## src/rtl/sevenseg_pkg.sv

```systemverilog
// Shared types and glyph constants for the BCD seven-segment display block.
// Glyph bit order is bit0=a .. bit6=g, active-high (1 = segment lit).
package sevenseg_pkg;

  typedef enum logic [1:0] {
    IDLE    = 2'd0,
    CONVERT = 2'd1,
    LOAD    = 2'd2
  } state_e;

  localparam logic [6:0] SEG_BLANK = 7'h00;
  localparam logic [6:0] SEG_DASH  = 7'h40;

  // Entry k is the glyph for decimal digit k (leftmost entry is 9).
  localparam logic [9:0][6:0] SEG_GLYPH = {
    7'h6F, 7'h7F, 7'h07, 7'h7D, 7'h6D,
    7'h66, 7'h4F, 7'h5B, 7'h06, 7'h3F
  };

  function automatic logic [63:0] pow10(input int n);
    logic [63:0] r;
    r = 64'd1;
    for (int i = 0; i < n; i++) r = r * 64'd10;
    return r;
  endfunction

endpackage

```

## src/rtl/seg_digit_decode.sv

```systemverilog
// One digit of BCD-to-glyph decode; dash wins over blank, non-decimal codes go dark.
module seg_digit_decode
  import sevenseg_pkg::*;
(
  input  logic [3:0] bcd,
  input  logic       blank,
  input  logic       dash,
  output logic [6:0] seg
);

  always_comb begin
    seg = SEG_BLANK;
    if (dash)
      seg = SEG_DASH;
    else if (!blank && bcd <= 4'd9)
      seg = SEG_GLYPH[bcd];
  end

endmodule

```

## src/rtl/sevenseg_bcd_display.sv

```systemverilog
// Binary-to-BCD (serial double-dabble, one bit per cycle) feeding a multi-digit
// seven-segment driver with leading-zero blanking and overflow dashes.
module sevenseg_bcd_display
  import sevenseg_pkg::*;
#(
  parameter int WIDTH      = 6,
  parameter int DIGITS     = 2,
  parameter int ACTIVE_LOW = 1
) (
  input  logic                  clk,
  input  logic                  reset,
  input  logic                  in_valid,
  output logic                  in_ready,
  input  logic [WIDTH-1:0]      value,
  input  logic                  blank_lz,
  output logic [DIGITS*7-1:0]   data,
  output logic [DIGITS*4-1:0]   bcd,
  output logic                  out_valid,
  output logic                  overflow
);

  localparam int               CW       = $clog2(WIDTH + 1);
  localparam int               BW       = DIGITS * 4;
  localparam logic [CW-1:0]    LAST     = CW'(WIDTH - 1);
  localparam logic [63:0]      LIMIT    = pow10(DIGITS);
  localparam logic [6:0]       POL      = (ACTIVE_LOW != 0) ? 7'h7F : 7'h00;
  localparam logic [DIGITS*7-1:0] DATA_RST = {DIGITS{SEG_BLANK ^ POL}};

  state_e               state_q, state_d;
  logic [CW-1:0]        cnt_q, cnt_d;
  logic [WIDTH-1:0]     sh_q, sh_d;
  logic [BW-1:0]        sr_q, sr_d, sr_adj;
  logic                 blank_q, blank_d;
  logic                 ovf_acc_q, ovf_acc_d;
  logic [BW-1:0]        bcd_q, bcd_d;
  logic [DIGITS*7-1:0]  data_q, data_d, seg_dec;
  logic                 ovf_q, ovf_d;
  logic                 vld_q, vld_d;
  logic [DIGITS-1:0]    dig_blank;

  assign in_ready  = (state_q == IDLE);
  assign data      = data_q;
  assign bcd       = bcd_q;
  assign overflow  = ovf_q;
  assign out_valid = vld_q;

  // Double-dabble correction: any nibble >= 5 would exceed 9 after the shift.
  always_comb begin
    sr_adj = sr_q;
    for (int k = 0; k < DIGITS; k++)
      if (sr_q[4*k +: 4] >= 4'd5) sr_adj[4*k +: 4] = sr_q[4*k +: 4] + 4'd3;
  end

  // A digit blanks when it and every digit above it are zero; digit 0 never blanks.
  always_comb begin
    logic nz;
    nz        = 1'b0;
    dig_blank = '0;
    for (int k = DIGITS - 1; k >= 0; k--) begin
      nz           = nz | (sr_q[4*k +: 4] != 4'd0);
      dig_blank[k] = blank_q && !nz && (k != 0);
    end
  end

  for (genvar k = 0; k < DIGITS; k++) begin : g_dig
    seg_digit_decode u_dec (
      .bcd   (sr_q[4*k +: 4]),
      .blank (dig_blank[k]),
      .dash  (ovf_acc_q),
      .seg   (seg_dec[7*k +: 7])
    );
  end

  always_comb begin
    state_d   = state_q;
    cnt_d     = cnt_q;
    sh_d      = sh_q;
    sr_d      = sr_q;
    blank_d   = blank_q;
    ovf_acc_d = ovf_acc_q;
    bcd_d     = bcd_q;
    data_d    = data_q;
    ovf_d     = ovf_q;
    vld_d     = 1'b0;
    case (state_q)
      IDLE: begin
        if (in_valid) begin
          sh_d      = value;
          blank_d   = blank_lz;
          ovf_acc_d = (64'(value) >= LIMIT);
          sr_d      = '0;
          cnt_d     = '0;
          state_d   = CONVERT;
        end
      end
      CONVERT: begin
        sr_d  = {sr_adj[BW-2:0], sh_q[WIDTH-1]};
        sh_d  = sh_q << 1;
        cnt_d = cnt_q + CW'(1);
        if (cnt_q == LAST) state_d = LOAD;
      end
      LOAD: begin
        bcd_d   = ovf_acc_q ? {BW{1'b1}} : sr_q;
        data_d  = seg_dec ^ {DIGITS{POL}};
        ovf_d   = ovf_acc_q;
        vld_d   = 1'b1;
        state_d = IDLE;
      end
      default: state_d = IDLE;
    endcase
  end

  always_ff @(posedge clk) begin
    if (reset) begin
      state_q   <= IDLE;
      cnt_q     <= '0;
      sh_q      <= '0;
      sr_q      <= '0;
      blank_q   <= 1'b0;
      ovf_acc_q <= 1'b0;
      bcd_q     <= '0;
      data_q    <= DATA_RST;
      ovf_q     <= 1'b0;
      vld_q     <= 1'b0;
    end else begin
      state_q   <= state_d;
      cnt_q     <= cnt_d;
      sh_q      <= sh_d;
      sr_q      <= sr_d;
      blank_q   <= blank_d;
      ovf_acc_q <= ovf_acc_d;
      bcd_q     <= bcd_d;
      data_q    <= data_d;
      ovf_q     <= ovf_d;
      vld_q     <= vld_d;
    end
  end

endmodule

```

## config.mk

```make
export PLATFORM = sky130hd
export DESIGN_NAME = sevenseg_bcd_display
export DESIGN_NICKNAME = d
export VERILOG_FILES = /design/src/rtl/sevenseg_pkg.sv /design/src/rtl/seg_digit_decode.sv /design/src/rtl/sevenseg_bcd_display.sv
export SDC_FILE = /design/constraint.sdc
export NUM_CORES = 1
export LEC_CHECK = 0
export CAP_MARGIN = 20
export CELL_PAD_IN_SITES_DETAIL_PLACEMENT = 1
export CELL_PAD_IN_SITES_GLOBAL_PLACEMENT = 2
export CORE_MARGIN = 3
export CORE_UTILIZATION = 30
export DETAILED_ROUTE_END_ITERATION = 10
export PLACE_DENSITY = 0.76
export SYNTH_ARGS = -nofsm -noshare
export SYNTH_HDL_FRONTEND = slang
export SYNTH_SLANG_ARGS = --single-unit
export TNS_END_PERCENT = 20
```

## constraint.sdc

```tcl
create_clock -name clk -period 2.2 [get_ports clk]
set_clock_uncertainty 0.15 [all_clocks]
set_input_delay 0.44 -clock clk [delete_from_list [all_inputs] [get_ports clk]]
set_output_delay 0.44 -clock clk [all_outputs]
set_load 0.02 [all_outputs]
```

=== Word-level counts from Yosys, hierarchy flattened ===
Memories as Yosys holds them, arrays and structs flattened. A register that Yosys moved wholly into a read port is not among the register bits.
Cells that the tools add are included.

* Input bits: 10
* Output and inout bits: 25
* Bits in latches: 0
* ROM bits: 224
* Memories: 2
* Word-level logic and storage cells: 55
* Flip-flop bits (word level): 43
* RAM bits: 0

{| class="wikitable"
|+ Memories
! name !! depth !! bits a word !! rd ports !! clocked after Yosys merged registers in !! wr ports !! line !! text
|-
| (name not given) || 16 || 7 || 1 || 1 || 0 || seg_digit_decode.sv:16 || <nowiki>seg = SEG_GLYPH[bcd];</nowiki>
|-
| (name not given) || 16 || 7 || 1 || 1 || 0 || seg_digit_decode.sv:16 ||
|}

* Magnitude comparators: 6
* Mux-type cells: 20
* Multipliers: 0
* Div/mod/pow operators: 0
* Add/sub/neg operators: 3
* Shift operators: 0
* Bitwise logic cells: 1
* Reductions and logical operators: 10
* Eq/ne operators: 5

{| class="wikitable"
|+ Operators with widths
! operator !! count
|-
| $mux 7 || 4
|-
| $mux 4 || 5
|-
| $pmux 8 s2 || 1
|-
| $not 14->14 || 1
|-
| $pmux 6 s2 || 1
|-
| $lt 4x5->1 const B || 2
|-
| $ge 4x3->1 const B || 2
|-
| $le 4x4->1 const B || 2
|-
| $mux 8 || 1
|-
| $mux 3 || 2
|-
| $mux 6 || 1
|-
| $pmux 3 s2 || 1
|-
| $reduce_and 2->1 || 3
|-
| $add 4x2->4 const B || 1
|-
| $mux 2 || 2
|-
| $ne 2x2->1 const B || 2
|-
| $pmux 2 s2 || 1
|-
| $reduce_bool 4->1 || 1
|-
| $add 3x1->3 const B || 1
|-
| $add 3x2->3 const B || 1
|-
| $eq 3x3->1 const B || 1
|-
| $eq 2x1->1 const B || 1
|-
| $eq 2x2->1 const B || 1
|-
| $logic_and 1x1->1 || 2
|-
| other kinds (4) || 5
|}

=== Longest topological paths before layout ===
* Depth in word-level cells: 7
* Mapped depth: 10
* Depth with buffers taken out: 10

=== By module ===
Synthesis repeated with hierarchy kept, for this count alone.

* Cells, all modules: 257
* Area, all modules: 2197.1 um^2

{| class="wikitable"
|+ Modules (own cells, without submodules)
! module !! instances !! cells each !! area each (um^2)
|-
| sevenseg_bcd_display || 1 || 199 || 1779.2
|-
| seg_digit_decode || 2 || 29 || 209.0
|}

=== Worst setup path before layout ===
No wires, ideal clock.

* Kind: register to register
* Start point: register sr_q[1]
* End point: register with a tool-made name
* Path buffers: 0
* Period minus slack after synthesis: 2316 ps
* Slack: -116 ps
* Cell stages (with the launch flop): 11
* Data arrival time: 2048 ps
* Required time: 1932 ps
* Cell sequence: dfxtp_1 -> inv_1 -> ha_1 -> nand2b_1 -> a21o_1 -> xnor2_1 -> o21ai_0 -> inv_1 -> ha_1 -> nor2_1 -> a21oi_1

{| class="wikitable"
|+ RTL lines
! element !! line !! text
|-
| start, declared || sevenseg_bcd_display.sv:32 || <nowiki>logic [BW-1:0] sr_q, sr_d, sr_adj;</nowiki>
|-
| start signal, assigned || sevenseg_bcd_display.sv:129 || <nowiki>sr_q <= sr_d;</nowiki>
|}

==> impl_metrics.toml <==
[run_status]
outcome = "completed"

[critical_path]
startpoint = "state_q[0]"
path_class = "reg2reg"
crit_buf_inv = 1
r2r_cells = 7
path_cells = "or3b_4 > a2111oi_4 > a211oi_4 > buf_4 > ha_1 > mux2_2 > nand2_1"
required_ns = 2.35
worstPathArrival_ns = 2.25
critPathSlowestCell = "or3b_4"
startpoint_type = "flip-flop"
path_depth = 7
cp_top_family = "compound AO/OA/AOI/OAI gates"
r2r-start = "state_q[0]"
critPathMaxFanout = 4
end_kind = "flip-flop"
max_stage_delay_ns = 0.41

[placement]
dpl_worst_slack_ns = -0.5676
gp_congestion = 0.8319
dp_hpwl_um = 4605
placed_area_um2 = 3232
dp.cells = 441
numPortBuffers = 33

[floorplan]
start_util_pct = 31.83
io_pins = 35
die_w_um = 97.95
core_um2 = 7968
die_area_um2 = 9593
fp.dieH_um = 97.95
rows = 32

[logic_synthesis]
ys_seq_area_share_pct = 44.99
ys_seq_elements = 57
avgSynthCellArea_um2 = 9.026
yosysTopAreaCell = "dfxtp_1"
synth_edf_count = 0
yosys.cell_count.top_type = "dfxtp_1"
synth_top_cell_area_share_pct = 44.99
ys_types = 47
synthTopCellsByCount = "dfxtp_1 (57), nor2_1 (29), nand2_1 (26)"
ys_warn_count = 0
syn_inst = 281
synth-main-ff-cell = "dfxtp_1"
syn_area_um2 = 2536
yosys-top-cells-area = "dfxtp_1 (45%), ha_1 (8.4%), nor2_1 (4.3%), a21oi_1 (4.1%), nand2_1 (3.8%)"
postSynth.asyncResetShare_pct = 0
synthesis.nets = 308

[clock_network]
clockBufferDepth = 2
cts_tree = "done"
root_buffer = "clkbuf_8"
clk_pin_slew_ns = 0.07
cts_sinks = 57
cts_inserted_buffers = 9
htree_levels = 3
postCtsHoldBufs = 0
clk_latency_ns = 0.35

[power]
ir_worst_vdd_uv = 296.4
p_leak_nw = 1.447
p_per_area_nw_per_um2 = 596.4
design_power_total_mw = 2.115

[timing]
fin_crit_sh_pct = 95.53
max_freq_ghz = 0.4758
setup_viol = 0
setup-tns-final_ns = 0
fin_crit_ns = 2.102
finalHoldViolations = 0
fin_ws_ns = 0.09843
whs_ns = 0.3079
drv_slew = 0

[grt]
grt_first_pass_wirelength_um = 10780
grt_overflow = 0
gr-usage-all-layers_pct = 14.16
grt_max_degree = 30
grt_pass1_vias = 2196
antenna_found_initial = 0

[final_layout]
n_antenna_cell = 0
nFillCells = 912
layout.nets = 380
instances_no_fill = 460
post-route-util_pct = 44.50
finalInstanceArea_um2 = 3546
area_growth_pct = 39.81
drive_above_1_share_pct = 29.89

[drt]
routed-via-count = 2164
drc = 0
drtIter0Drc = 71
first_pass_iters = 4
wirelength_um = 6525
viasPerCell = 4.704
drtAntennaViolNets = 0
wire_per_inst_um = 14.18

[min_path]
worst_hold_path_type = "reg2reg"
hp-start = "bcd[3]"
hold_depth = 2

[run]
max-cap-violations = 0
==> layout by cell type (no fill, tap or decap), types with 3 or more instances in the layout <==
| cell | netlist | final |
|---|---|---|
| nand2b_1 | 11 | 9 |
| dfxtp_2 | 0 | 3 |
| clkbuf_8 | 0 | 10 |
| o21ai_0 | 14 | 11 |
| o21bai_1 | 3 | 3 |
| a21oi_1 | 21 | 20 |
| ha_2 | 0 | 3 |
| mux2i_1 | 5 | 5 |
| nor2_1 | 29 | 27 |
| nand3_1 | 10 | 10 |
| nand2_1 | 26 | 26 |
| inv_1 | 13 | 7 |
| dfxtp_1 | 57 | 53 |
| clkdlybuf4s50_1 | 0 | 31 |
| a211o_1 | 3 | 3 |
| ha_1 | 17 | 12 |
| buf_4 | 1 | 45 |
| inv_2 | 0 | 6 |
| or2_2 | 9 | 9 |
| a211oi_1 | 7 | 7 |
| a22oi_1 | 3 | 3 |
| mux2_2 | 4 | 4 |
==> cell families after synthesis <==
family	share of synthesized area [%]
mux	3.749
compound gates	18.35
simple gates	18.65
fa+ha+maj	8.387
buf+inv	5.377
xor+xnor	0.3454
flops	44.99
other cells	0.1479
==> per-layer routing <==
metal | vias to the layer above | global-route usage [%] | share of wire, %
li1 | 1103 | - | -
met1 | 1007 | 17.65 | 47
met2 | 43 | 22.67 | 47
met3 | 11 | 4.714 | 4.2
met4 | 0 | 5.431 | 1.6
met5 | - | 0 | 0
==> where the power goes <==
group,switching (mW),internal [mW]
logic,0.0713,0.0706
registers,0.0111,1.05
clock network,0.474,0.440
==> worst min-delay path, cell delays in order (launching register included) <==
cell     delay, ns
dfxtp_1       0.31
nand2_1       0.05
a21oi_1       0.05
==> worst paths after layout <==
path / to / slack (ns)
setup / recovery: flip-flop / 0.1
hold / removal: bcd[3] / 0.31
hold reg to reg: bcd[3] / 0.31
setup reg to reg: flip-flop / 0.1
==> what timing repair did <==
item,in CTS,in global routing
endpoints found under the setup margin,12,12
cloned,0,0
pin swaps,2,8
buffers inserted,1,2
gates resized for setup,11,27
==> final cells by class <==
class                   instances  area [um2]  area share [%]
clock inverters                 6       42.54           1.200
multi-input cells             193        1360           38.36
clock buffers                  10       137.6           3.881
well taps                     102       127.6           3.599
flip-flops and latches         57        1149           32.39
repair buffers                 79       680.7           19.20
inverters                      13       48.80           1.376
Note: power is estimated with default switching activity, not from simulation.
